===== config.mk =====
export PLATFORM = sky130hd
export DESIGN_NAME = cnn_relu_maxpool
export DESIGN_NICKNAME = d
export VERILOG_FILES = /design/src/rtl/cnn_relu_maxpool.sv
export SDC_FILE = /design/constraint.sdc
export NUM_CORES = 1
export LEC_CHECK = 0
export CAP_MARGIN = 10
export CORE_MARGIN = 2
export CORE_UTILIZATION = 40
export DETAILED_ROUTE_END_ITERATION = 10
export HOLD_SLACK_MARGIN = 0.15
export SLEW_MARGIN = 20
export SYNTH_ARGS = -nofsm -noshare
export SYNTH_HDL_FRONTEND = slang
export SYNTH_SLANG_ARGS = --single-unit

===== constraint.sdc =====
create_clock -name clk -period 4.9 [get_ports clk]
set_input_delay 0.98 -clock clk [delete_from_list [all_inputs] [get_ports clk]]
set_output_delay 0.98 -clock clk [all_outputs]
set_load 0.01 [all_outputs]

===== src/rtl/cnn_relu_maxpool.sv =====
// cnn_relu_maxpool
// Streaming activation plus 2x2 / stride-2 max pooling over a raster-ordered
// feature map. A half-row line buffer holds the horizontal pair maxima of each
// even row. Those maxima are combined with the matching pair on the following
// odd row to produce one pooled value per window.
//
// Build option: define RELU_EN to clamp negative samples to zero before
// pooling. Without it, pooling is a plain signed max.
//
// Output protocol: OutValid is a one-cycle strobe that qualifies OutData and
// OutLast. There is no ready signal, so the consumer must take every strobe.
// Input samples are accepted on every cycle where InValid is high.
module cnn_relu_maxpool #(
    parameter int DATAWIDTH = 22,
    parameter int COLS      = 4,
    parameter int ROWS      = 4
) (
    input  logic                        clk,
    input  logic                        rst_n,
    input  logic                        Start,
    input  logic                        InValid,
    input  logic signed [DATAWIDTH-1:0] InData,
    output logic                        OutValid,
    output logic signed [DATAWIDTH-1:0] OutData,
    output logic                        OutLast
);

    localparam int CW  = (COLS > 1) ? $clog2(COLS) : 1;
    localparam int RW  = (ROWS > 1) ? $clog2(ROWS) : 1;
    localparam int LBN = COLS / 2;
    localparam int LIW = (LBN > 1) ? $clog2(LBN) : 1;

    logic        [CW-1:0]        r_col;
    logic        [RW-1:0]        r_row;
    logic signed [DATAWIDTH-1:0] r_h;
    logic signed [DATAWIDTH-1:0] r_lb [LBN];
    logic                        r_out_valid;
    logic signed [DATAWIDTH-1:0] r_out_data;
    logic                        r_out_last;

    logic        [CW-1:0]        w_col;
    logic        [RW-1:0]        w_row;
    logic        [LIW-1:0]       w_lb_idx;
    logic signed [DATAWIDTH-1:0] w_x;
    logic signed [DATAWIDTH-1:0] w_pair_max;
    logic signed [DATAWIDTH-1:0] w_pool;
    logic                        w_last;

    function automatic logic signed [DATAWIDTH-1:0] f_max(
        input logic signed [DATAWIDTH-1:0] a,
        input logic signed [DATAWIDTH-1:0] b
    );
        return (a > b) ? a : b;
    endfunction

    // Start forces the incoming sample to position (0,0).
    assign w_col    = Start ? '0 : r_col;
    assign w_row    = Start ? '0 : r_row;
    assign w_lb_idx = LIW'(w_col >> 1);
    assign w_last   = (w_row == RW'(ROWS - 1)) && (w_col == CW'(COLS - 1));

`ifdef RELU_EN
    assign w_x = InData[DATAWIDTH-1] ? '0 : InData;
`else
    assign w_x = InData;
`endif

    assign w_pair_max = f_max(r_h, w_x);
    assign w_pool     = f_max(r_lb[w_lb_idx], w_pair_max);

    // Position counters, pair register, line buffer and registered outputs.
    always_ff @(posedge clk) begin
        if (rst_n) begin
            r_col       <= '0;
            r_row       <= '0;
            r_h         <= '0;
            r_out_valid <= 1'b0;
            r_out_data  <= '0;
            r_out_last  <= 1'b0;
            for (int i = 0; i < LBN; i++) begin
                r_lb[i] <= '0;
            end
        end else begin
            r_out_valid <= 1'b0;
            r_out_last  <= 1'b0;
            if (Start) begin
                r_col <= '0;
                r_row <= '0;
                r_h   <= '0;
            end
            if (InValid) begin
                if (w_col == CW'(COLS - 1)) begin
                    r_col <= '0;
                    r_row <= (w_row == RW'(ROWS - 1)) ? '0 : w_row + 1'b1;
                end else begin
                    r_col <= w_col + 1'b1;
                end

                if (!w_col[0]) begin
                    r_h <= w_x;
                end else if (!w_row[0]) begin
                    r_lb[w_lb_idx] <= w_pair_max;
                end else begin
                    r_out_data  <= w_pool;
                    r_out_valid <= 1'b1;
                    r_out_last  <= w_last;
                end
            end
        end
    end

    assign OutValid = r_out_valid;
    assign OutData  = r_out_data;
    assign OutLast  = r_out_last;

endmodule


==> results of run 1 <==
-- through the flow --
stage	utilization, %	worst slack (ns)	hold slack, ns	std cells	TNS (ns)
after floorplan	-	0.140	0.476	520	0
after global placement	50.0	-0.351	0.462	792	-7.45
after detailed placement	50.0	-0.479	0.460	792	-9.96
final	56.8	0.236	0.477	818	0
after global routing	56.8	0.0289	0.502	818	0
after CTS	54.8	0.00152	0.476	812	0
-- kinds of logic after synthesis --
group | count (synthesis)
XOR/XNOR | 1
adder cells (fa/ha/maj) | 47
flip-flops | 94
AND/OR/NAND/NOR | 192
AO/OA/AOI/OAI | 86
multiplexers | 45
buffers and inverters | 55
-- flip-flops by register name, indices dropped and copies added (netlist names) --
name      cells
OutData      22
OutLast       1
r_h          22
OutValid      1
r_lb         44
r_col         2
r_row         2
-- tightest hold or removal path: cells and delay by family, from the launching register on --
family	cells	cell delay [ns]
flip-flops	1	0.33
AND/OR/NAND/NOR	1	0.05
AO/OA/AOI/OAI	1	0.07
-- area by class of cell --
class,instances,area [um2]
fillers,1106,5410
multi-input cells,371,2920
flip-flops and latches,94,2320
repair buffers,137,1220
clock buffers,11,264
well taps,172,215
inverters,28,105
clock inverters,5,63.8
-- placed cells by master (no fill, tap or decap), drive strengths merged, types with 7 or more instances in the layout --
cell type	netlist	final
nand3	25	25
dfxtp	50	50
mux2	21	21
edfxtp	44	44
inv	28	29
a21oi	42	42
clkdlybuf4s50	0	28
mux2i	24	24
nand4	10	10
nand2	63	63
nand3b	21	21
clkbuf	23	15
buf	4	88
nand2b	7	7
dlymetal6s2s	0	17
nor2	51	51
o211ai	22	22
ha	47	47
-- routing by layer --
metal	global-route usage [%]	vias to the layer above	part of all wire [%]
li1	-	2107	-
met1	26.9	2066	44
met2	35.8	109	50
met3	3.24	20	3.8
met4	7.45	0	2.0
met5	0	-	0
-- path summary, 6_finish.rpt --
path / start / endpoint / slack (ns) / cells past startpoint
setup reg to reg: r_h[17]$_SDFF_PP0_ / OutData[4]$_SDFFE_PP0P_ / 0.72 / 18
setup / recovery: InData[15] / OutData[4]$_SDFFE_PP0P_ / 0.24 / 20
hold / removal: OutData[8]$_SDFFE_PP0P_ / OutData[8]$_SDFFE_PP0P_ / 0.48 / 2
hold reg to reg: OutData[8]$_SDFFE_PP0P_ / OutData[8]$_SDFFE_PP0P_ / 0.48 / 2
-- report_power, final --
part | switching (mW) | leakage [nW] | total [mW] | internal (mW)
Sequential | 0.0145 | 0.862 | 0.858 | 0.844
Clock | 0.324 | 0.157 | 0.769 | 0.445
Combinational | 0.214 | 1.90 | 0.424 | 0.211
-- cell usage after synthesis (3+ instances only) --
master / instances
o21ai_0: 4
o211ai_1: 21
inv_1: 28
nor3_1: 4
dfxtp_1: 50
o21a_1: 3
nand2b_1: 7
ha_1: 47
mux2i_1: 24
nand4_1: 9
nand2_1: 63
nor2_1: 51
a21oi_1: 42
nor2b_1: 4
mux2_2: 21
edfxtp_1: 44
nand3_1: 25
clkbuf_1: 23
o21bai_1: 3
nand3b_1: 21
-- timing repair --
| item | CTS | global route |
|---|---|---|
| pin swaps | 14 | 21 |
| hold buffers | 0 | 0 |
| setup buffers | 3 | 4 |
| gates resized for setup | 41 | 59 |
| cloned | 1 | 2 |
| setup endpoints to repair | 22 | 22 |
==> results.cfg, run 1 <==
[timing]
rsz0062_at_grt = no
hold_viol_final = 0
clock.fmax_mhz = 214
min_period_ns = 4.66
maxSlewHeadroom_pct = 41.6
finClkSkew_ns = 0.00758
finalMaxSlewViolations = 0
worstMarginPinSlew_ns = 0.876
finalSetupViolCount = 0
period_share_pct = 95.2

[global_route]
grt_pass1_vias = 4269
antenna_found_initial = 0
grt_max_degree = 32
gr-total-overflow = 0
track_usage_pct = 20.9
grt_pass1_wl_um = 21700

[routing]
first_iter_violations = 234
wl_um = 14200
via_count = 4302
ant_nets = 0
drtPass1Iterations = 5
avgViaCountPerCell = 5.26
wl_per_cell_um = 17.3
remaining_drc_errors = 0

[synthesis]
ys_types = 42
seq_area_frac_synth_pct = 45.6
syn_nets = 593
synth_area_per_cell_um2 = 9.79
ys_ff_latch = 94
postSynth.asyncResetShare_pct = 0
synthAdderAreaFrac_pct = 11.6
synth_top_family_by_area = simple AND/OR/NAND/NOR gates
synth_top_area_cell = edfxtp_1
synth_area_leaders = edfxtp_1 26%, dfxtp_1 20%, ha_1 12%
ys_warn_count = 0
netlist.area_leader.share_pct = 26.0
synth_edf_count = 44
synthFlopType = dfxtp_1
syn_area_um2 = 5090
yosys-mux-area-fraction_pct = 9.37
synth_xor_area_share_pct = 0.172
synth_compound_area_share_pct = 10.6
synthSimpleGateAreaFrac_pct = 18.1
synthCells = 520

[setup_path]
crit_chain = dlymetal6s2s_1 > inv_1 > ha_1 > nand4_1 > nor4_4 > o31ai_2 > and4_4 > o21ai_4 > buf_6 > buf_12 > mux2i_4 > ha_4 > a211oi_2 > nor2_1 > o31a_1 > a2111o_1 > o21ai_2 > o21ai_4 > buf_6 > o211ai_1
slowest_delay_ns = 0.40
cp-start-kind = input port
path_buf_inv = 5
cp-end-kind = flip-flop
path_max_fanout = 7
critPathRequiredTime_ns = 5.17
path_delay_family = compound AO/OA/AOI/OAI gates
arrival_ns = 4.93
critPathKind = in2reg
slowest_stage = a2111o_1

[clocking]
htree_num_levels = 3
clock-sinks = 94
cts_tree = yes
clk_path_buf_depth = 2
clk_pin_slew_worst_paths_ns = 0.07
cts_inserted_buffers = 9
insertion_delay_ns = 0.35
clockRootBuffer = clkbuf_16

[layout]
syn_to_final_growth_pct = 39.7
final_area_um2 = 7110
diodes = 0
nets = 714
final_layout_size_suffix_gt1_share_pct = 28.2

[job]
drv_cap = 0

[die]
io_pins = 50
fp.coreArea_um2 = 12500
fp-row-count = 41
die_area_um2 = 13600
start_util_pct = 40.7
die_h_um = 117
die_x_um = 117

[placement]
io_buffers = 49
place.gp.congestion = 0.820
placedInstanceArea_um2 = 6260
post-dp-hpwl_um = 9080

[power]
ir_drop_uv = 149
pwr_density_cell_nw_per_um2 = 289
leakage_nw = 2.92
totalPowerFinal_mw = 2.05

[hold_path]
hold_path.class = reg2reg

[status]
status = complete, no violations
(Power assumes the default switching activity.)
==> run 2: changes to the inputs <==
- CORE_MARGIN: 2 -> 5
- DONT_BUFFER_PORTS: unset -> 1
==> run 2 against run 1 <==
Against the previous run: first-iteration DRC count is 15% lower; via count shrank 10%; cell area is 19% lower; clock skew rose by 0.00064 ns; critical path depth down 2; non-clock buffer count decreased by 101; core utilization fell by 11 points; sequential cell count did not move; critical endpoint unchanged; largest cell class unchanged.
==> results.cfg, run 2 (synthesis results as in run 1) <==
[clocking]
clk_path_buf_depth = 2
clockRootBuffer = clkbuf_16
clk_pin_slew_worst_paths_ns = 0.07
htree_num_levels = 3
insertion_delay_ns = 0.35
cts_tree = yes
cts_inserted_buffers = 9
post-cts-setup-buffer-count = 0
clock-sinks = 94

[timing]
whs_ns = 0.506
finalMaxSlewViolations = 0
finalSetupViolCount = 0
finClkSkew_ns = 0.00822
setup_tns_ns = 0
period_share_pct = 92.4
worstMarginPinSlew_ns = 0.902
clock.fmax_mhz = 221
maxSlewHeadroom_pct = 39.9
rsz0062_at_grt = no
min_period_ns = 4.53
layout_setup_ws_ns = 0.374
hold_viol_final = 0

[routing]
first_iter_violations = 198
via_count = 3858
drtPass1Iterations = 4
avgViaCountPerCell = 5.38
remaining_drc_errors = 0
wl_per_cell_um = 17.5
ant_nets = 0
wl_um = 12600

[placement]
pre_cts_ws_ns = -0.00625
place.gp.congestion = 0.842
io_buffers = 0
dp_cells = 701
post-dp-hpwl_um = 9090
placedInstanceArea_um2 = 5470

[setup_path]
slowest_stage = a2111o_1
path_max_fanout = 16
path_buf_inv = 3
cp-start-kind = input port
cp-end-kind = flip-flop
arrival_ns = 4.76
crit_chain = inv_1 > ha_1 > nand4_2 > nor4_2 > o31ai_1 > and4_4 > o21ai_2 > buf_4 > mux2i_1 > ha_1 > a21oi_1 > o21a_1 > o211ai_1 > a2111o_1 > o211a_1 > buf_4 > nand3_1 > o211ai_1
reg2reg_from = r_h[21]$_SDFF_PP0_
slowest_delay_ns = 0.40
critPathRequiredTime_ns = 5.13
critPathKind = in2reg
reg2regPathDepth = 17
reg2reg_setup_slack_ns = 0.70
path_delay_family = compound AO/OA/AOI/OAI gates
r2r_end = OutData[4]$_SDFFE_PP0P_

[global_route]
grt_pass1_wl_um = 20100
antenna_found_initial = 0
track_usage_pct = 17.4
grt_pass1_vias = 3863
grt_max_degree = 32
gr-total-overflow = 0

[hold_path]
hold-path-cell-count = 2
min_to = r_h[18]$_SDFF_PP0_
min-delay-start = r_h[18]$_SDFF_PP0_
hold_path.class = reg2reg

[layout]
fin_cells = 717
final_layout_size_suffix_gt1_share_pct = 14.9
post-route-util_pct = 45.8
layout_commonest_cell = nand2_1
largest_reg_flops = 44
nets = 613
final_cell_mix = 63 x nand2_1, 51 x nor2_1, 50 x dfxtp_1
syn_to_final_growth_pct = 13.1
regMostFlops = r_lb
diodes = 0
fillers = 1217
final_area_um2 = 5760

[status]
status = complete, no violations

[die]
die_h_um = 123
fp-row-count = 41
start_util_pct = 40.5
die_x_um = 123
die_area_um2 = 15100
io_pins = 50
fp.coreArea_um2 = 12600

[power]
ir_drop_uv = 149
leakage_nw = 2.32
totalPowerFinal_mw = 1.81
pwr_density_cell_nw_per_um2 = 314

[job]
drv_cap = 0
-- run 2: tightest hold or removal path, stage by stage, from the launching register on --
cell	delay, ns
dfxtp_1	0.33
nand3b_1	0.08
a21oi_1	0.06
-- run 2: worst max path at each step --
stage	start	end	slack, ns	cells past startpoint
detailed placement	InData[21]	OutData[4]$_SDFFE_PP0P_	-0.006	18
global placement	InData[21]	OutData[0]$_SDFFE_PP0P_	0.16	18
CTS	InData[21]	OutData[4]$_SDFFE_PP0P_	0.37	18
finish	InData[21]	OutData[4]$_SDFFE_PP0P_	0.37	18
floorplan	InData[21]	OutData[20]$_SDFFE_PP0P_	0.14	18
global route	InData[21]	OutData[4]$_SDFFE_PP0P_	0.04	18
-- run 2: timing repair --
item                                    4_1_cts  5_1_grt
endpoints found under the setup margin        0        2
hold buffers                                  0        0
resized for setup                             0        1
hold endpoints to repair                      0        0
-- run 2: area by class of cell --
cell class | count | area [um2] | area share, %
multi-input cells | 371 | 2560 | 44.4
flip-flops and latches | 94 | 2320 | 40.3
repair buffers | 36 | 270 | 4.69
clock buffers | 10 | 239 | 4.15
well taps | 172 | 215 | 3.74
inverters | 28 | 105 | 1.83
clock inverters | 6 | 46.3 | 0.804
-- run 2: layer usage --
| metal | GRT usage (%) | vias up | wire length, um |
|---|---|---|---|
| li1 | - | 1898 | - |
| met1 | 22.3 | 1862 | 5550 |
| met2 | 28.5 | 83 | 5970 |
| met3 | 4.93 | 15 | 871 |
| met4 | 5.39 | 0 | 180 |
| met5 | 0 | - | 0 |
-- run 2: power by group --
group          internal [mW]  total (mW)  switching (mW)  leakage (nW)
Clock                  0.361       0.673           0.312         0.135
Combinational          0.121       0.278           0.158          1.33
Sequential             0.844       0.855          0.0106         0.862
==> run 3: changes to the inputs <==
- PLACE_DENSITY: unset -> 0.53
==> run 3 against run 2 <==
Against the previous run: sequential cell count unchanged; sequential power barely moved; routed wire length grew 0.46%; core utilization increased by 0.18 points; clock-buffer cell count stayed put; critical path type unchanged; largest cell class unchanged.
==> results.cfg, run 3 (synthesis results as in run 1) <==
[setup_path]
slowest_delay_ns = 0.37
path_max_fanout = 22
crit_chain = inv_1 > ha_1 > nand4_2 > nor4_2 > o31ai_1 > and4_4 > o21ai_2 > buf_12 > mux2i_1 > ha_1 > a211oi_1 > nor2_1 > o31a_1 > a2111o_1 > o211a_1 > buf_12 > nand3_1 > o211ai_1
arrival_ns = 4.78
path_delay_family = compound AO/OA/AOI/OAI gates
slowest_stage = nor4_2
reg2reg_setup_slack_ns = 0.67
cp-start-kind = input port
path_buf_inv = 3
critPathKind = in2reg
cp-end-kind = flip-flop
reg2regPathDepth = 17
critPathRequiredTime_ns = 5.12
reg2reg_from = r_h[20]$_SDFF_PP0_
r2r_end = OutData[14]$_SDFFE_PP0P_

[global_route]
grt_pass1_wl_um = 20300
track_usage_pct = 17.8
gr-total-overflow = 0
antenna_found_initial = 0
grt_max_degree = 32
grt_pass1_vias = 3799

[power]
clkPwrFrac_pct = 37.9
pwr_density_cell_nw_per_um2 = 316
p_int_mw = 1.36
leakage_nw = 2.33
power_frac_seq_pct = 46.8
ir_drop_uv = 143
switching_power_mw = 0.467
p_comb_share_pct = 15.3
switching_share_pct = 25.5

[hold_path]
min_to = r_h[1]$_SDFF_PP0_
min-delay-start = r_h[1]$_SDFF_PP0_
hold_path.class = reg2reg
hold-path-cell-count = 2

[clocking]
clk_pin_slew_worst_paths_ns = 0.06
holdBufCountCts = 0
clockRootBuffer = clkbuf_16
clk_path_buf_depth = 2
clock-sinks = 94
post-cts-setup-buffer-count = 0
post_cts_resized = 0
cts_inserted_buffers = 9
cts_tree = yes
htree_num_levels = 3
insertion_delay_ns = 0.34

[placement]
pre_cts_ws_ns = -0.0286
placedInstanceArea_um2 = 5480
place.gp.congestion = 0.812
io_buffers = 0
post-dp-hpwl_um = 8880

[die]
start_util_pct = 40.5
die_h_um = 123
die_x_um = 123
die_area_um2 = 15100
fp.coreArea_um2 = 12600
io_pins = 50
fp-row-count = 41

[layout]
layout_commonest_cell = nand2_1
syn_to_final_growth_pct = 13.5
final_cell_mix = 63 x nand2_1, 51 x nor2_1, 50 x dfxtp_1
final_area_um2 = 5780
final_layout_size_suffix_gt1_share_pct = 14.0
largest_reg_flops = 44
post-route-util_pct = 46.0
diodes = 0
fillers = 1207
regMostFlops = r_lb
nets = 611

[timing]
clock.fmax_mhz = 220
maxSlewHeadroom_pct = 36.3
finalMaxSlewViolations = 0
layout_setup_ws_ns = 0.347
period_share_pct = 92.9
whs_ns = 0.501
finClkSkew_ns = 0.00586
rsz0062_at_grt = no
min_period_ns = 4.55
finalSetupViolCount = 0
worstMarginPinSlew_ns = 0.956
hold_viol_final = 0

[status]
status = complete, no violations

[routing]
via_count = 3827
ant_nets = 0
wl_per_cell_um = 17.7
remaining_drc_errors = 0
avgViaCountPerCell = 5.35
first_iter_violations = 167
drtPass1Iterations = 4
wl_um = 12600

[job]
drv_cap = 0
-- run 3: cell types whose count changed in the layout (fill, tap and decap cells not counted) --
cell / change
clkinv_4: -1
clkbuf_8: -1
buf_12: +3
nor4_2: -1
bufinv_16: +1
clkinv_1: +1
inv_6: -1
buf_4: -5
nor4_1: +1
clkbuf_1: +1
-- run 3: per-layer routing --
metal	track usage [%]	wire length, um
met2	29.1	6030
met1	22.7	5690
met3	4.19	681
met5	0	0
met4	6.86	223
-- run 3: final cells by class --
class	count	area [um2]	share of cell area (%)
clock buffer	10	229	3.96
clock inverter	6	62.6	1.08
inverter	28	105	1.82
multi-input combinational	371	2550	44.2
sequential	94	2320	40.2
tap	172	215	3.72
timing repair buffer	34	293	5.07
-- run 3: power groups by stage --
stage	Clock, mW	Sequential, mW	Combinational, mW
finish	0.693	0.855	0.280
global route	0.743	0.857	0.313
CTS	0.709	0.855	0.283
detailed placement	0	0.872	0.281
global placement	0	0.871	0.278
floorplan	0	0.869	0.191
-- run 3: how the worst max path moves through the flow --
stage | startpoint | end | slack (ns) | depth (start not counted)
6_report | InData[20] | OutData[14]$_SDFFE_PP0P_ | 0.35 | 18
2_1_floorplan | InData[21] | OutData[20]$_SDFFE_PP0P_ | 0.14 | 18
3_5_place_dp | InData[19] | OutData[16]$_SDFFE_PP0P_ | -0.03 | 18
4_1_cts | InData[19] | OutData[16]$_SDFFE_PP0P_ | 0.32 | 18
3_3_place_gp | InData[20] | OutData[15]$_SDFFE_PP0P_ | 0.10 | 18
5_1_grt | InData[19] | OutData[14]$_SDFFE_PP0P_ | 0.03 | 18
-- run 3: per-stage QoR --
step | setup TNS, ns | total power, mW | std cells
after floorplan | 0 | 1.06 | 520
after global placement | 0 | 1.15 | 699
after detailed placement | -0.170 | 1.15 | 699
after CTS | 0 | 1.85 | 715
after global routing | 0 | 1.91 | 715
final | 0 | 1.83 | 715
-- run 3: worst register-to-register path, cell delays in order, from the launching register on --
cell and delay, ns:
dfxtp_1 0.33, ha_1 0.33, nand4_2 0.17, nor4_2 0.38, o31ai_1 0.15, and4_4 0.20
o21ai_2 0.15, buf_12 0.23, mux2i_1 0.32, ha_1 0.30, a211oi_1 0.24, nor2_1 0.09
o31a_1 0.28, a2111o_1 0.36, o211a_1 0.24, buf_12 0.17, nand3_1 0.10, o211ai_1 0.09
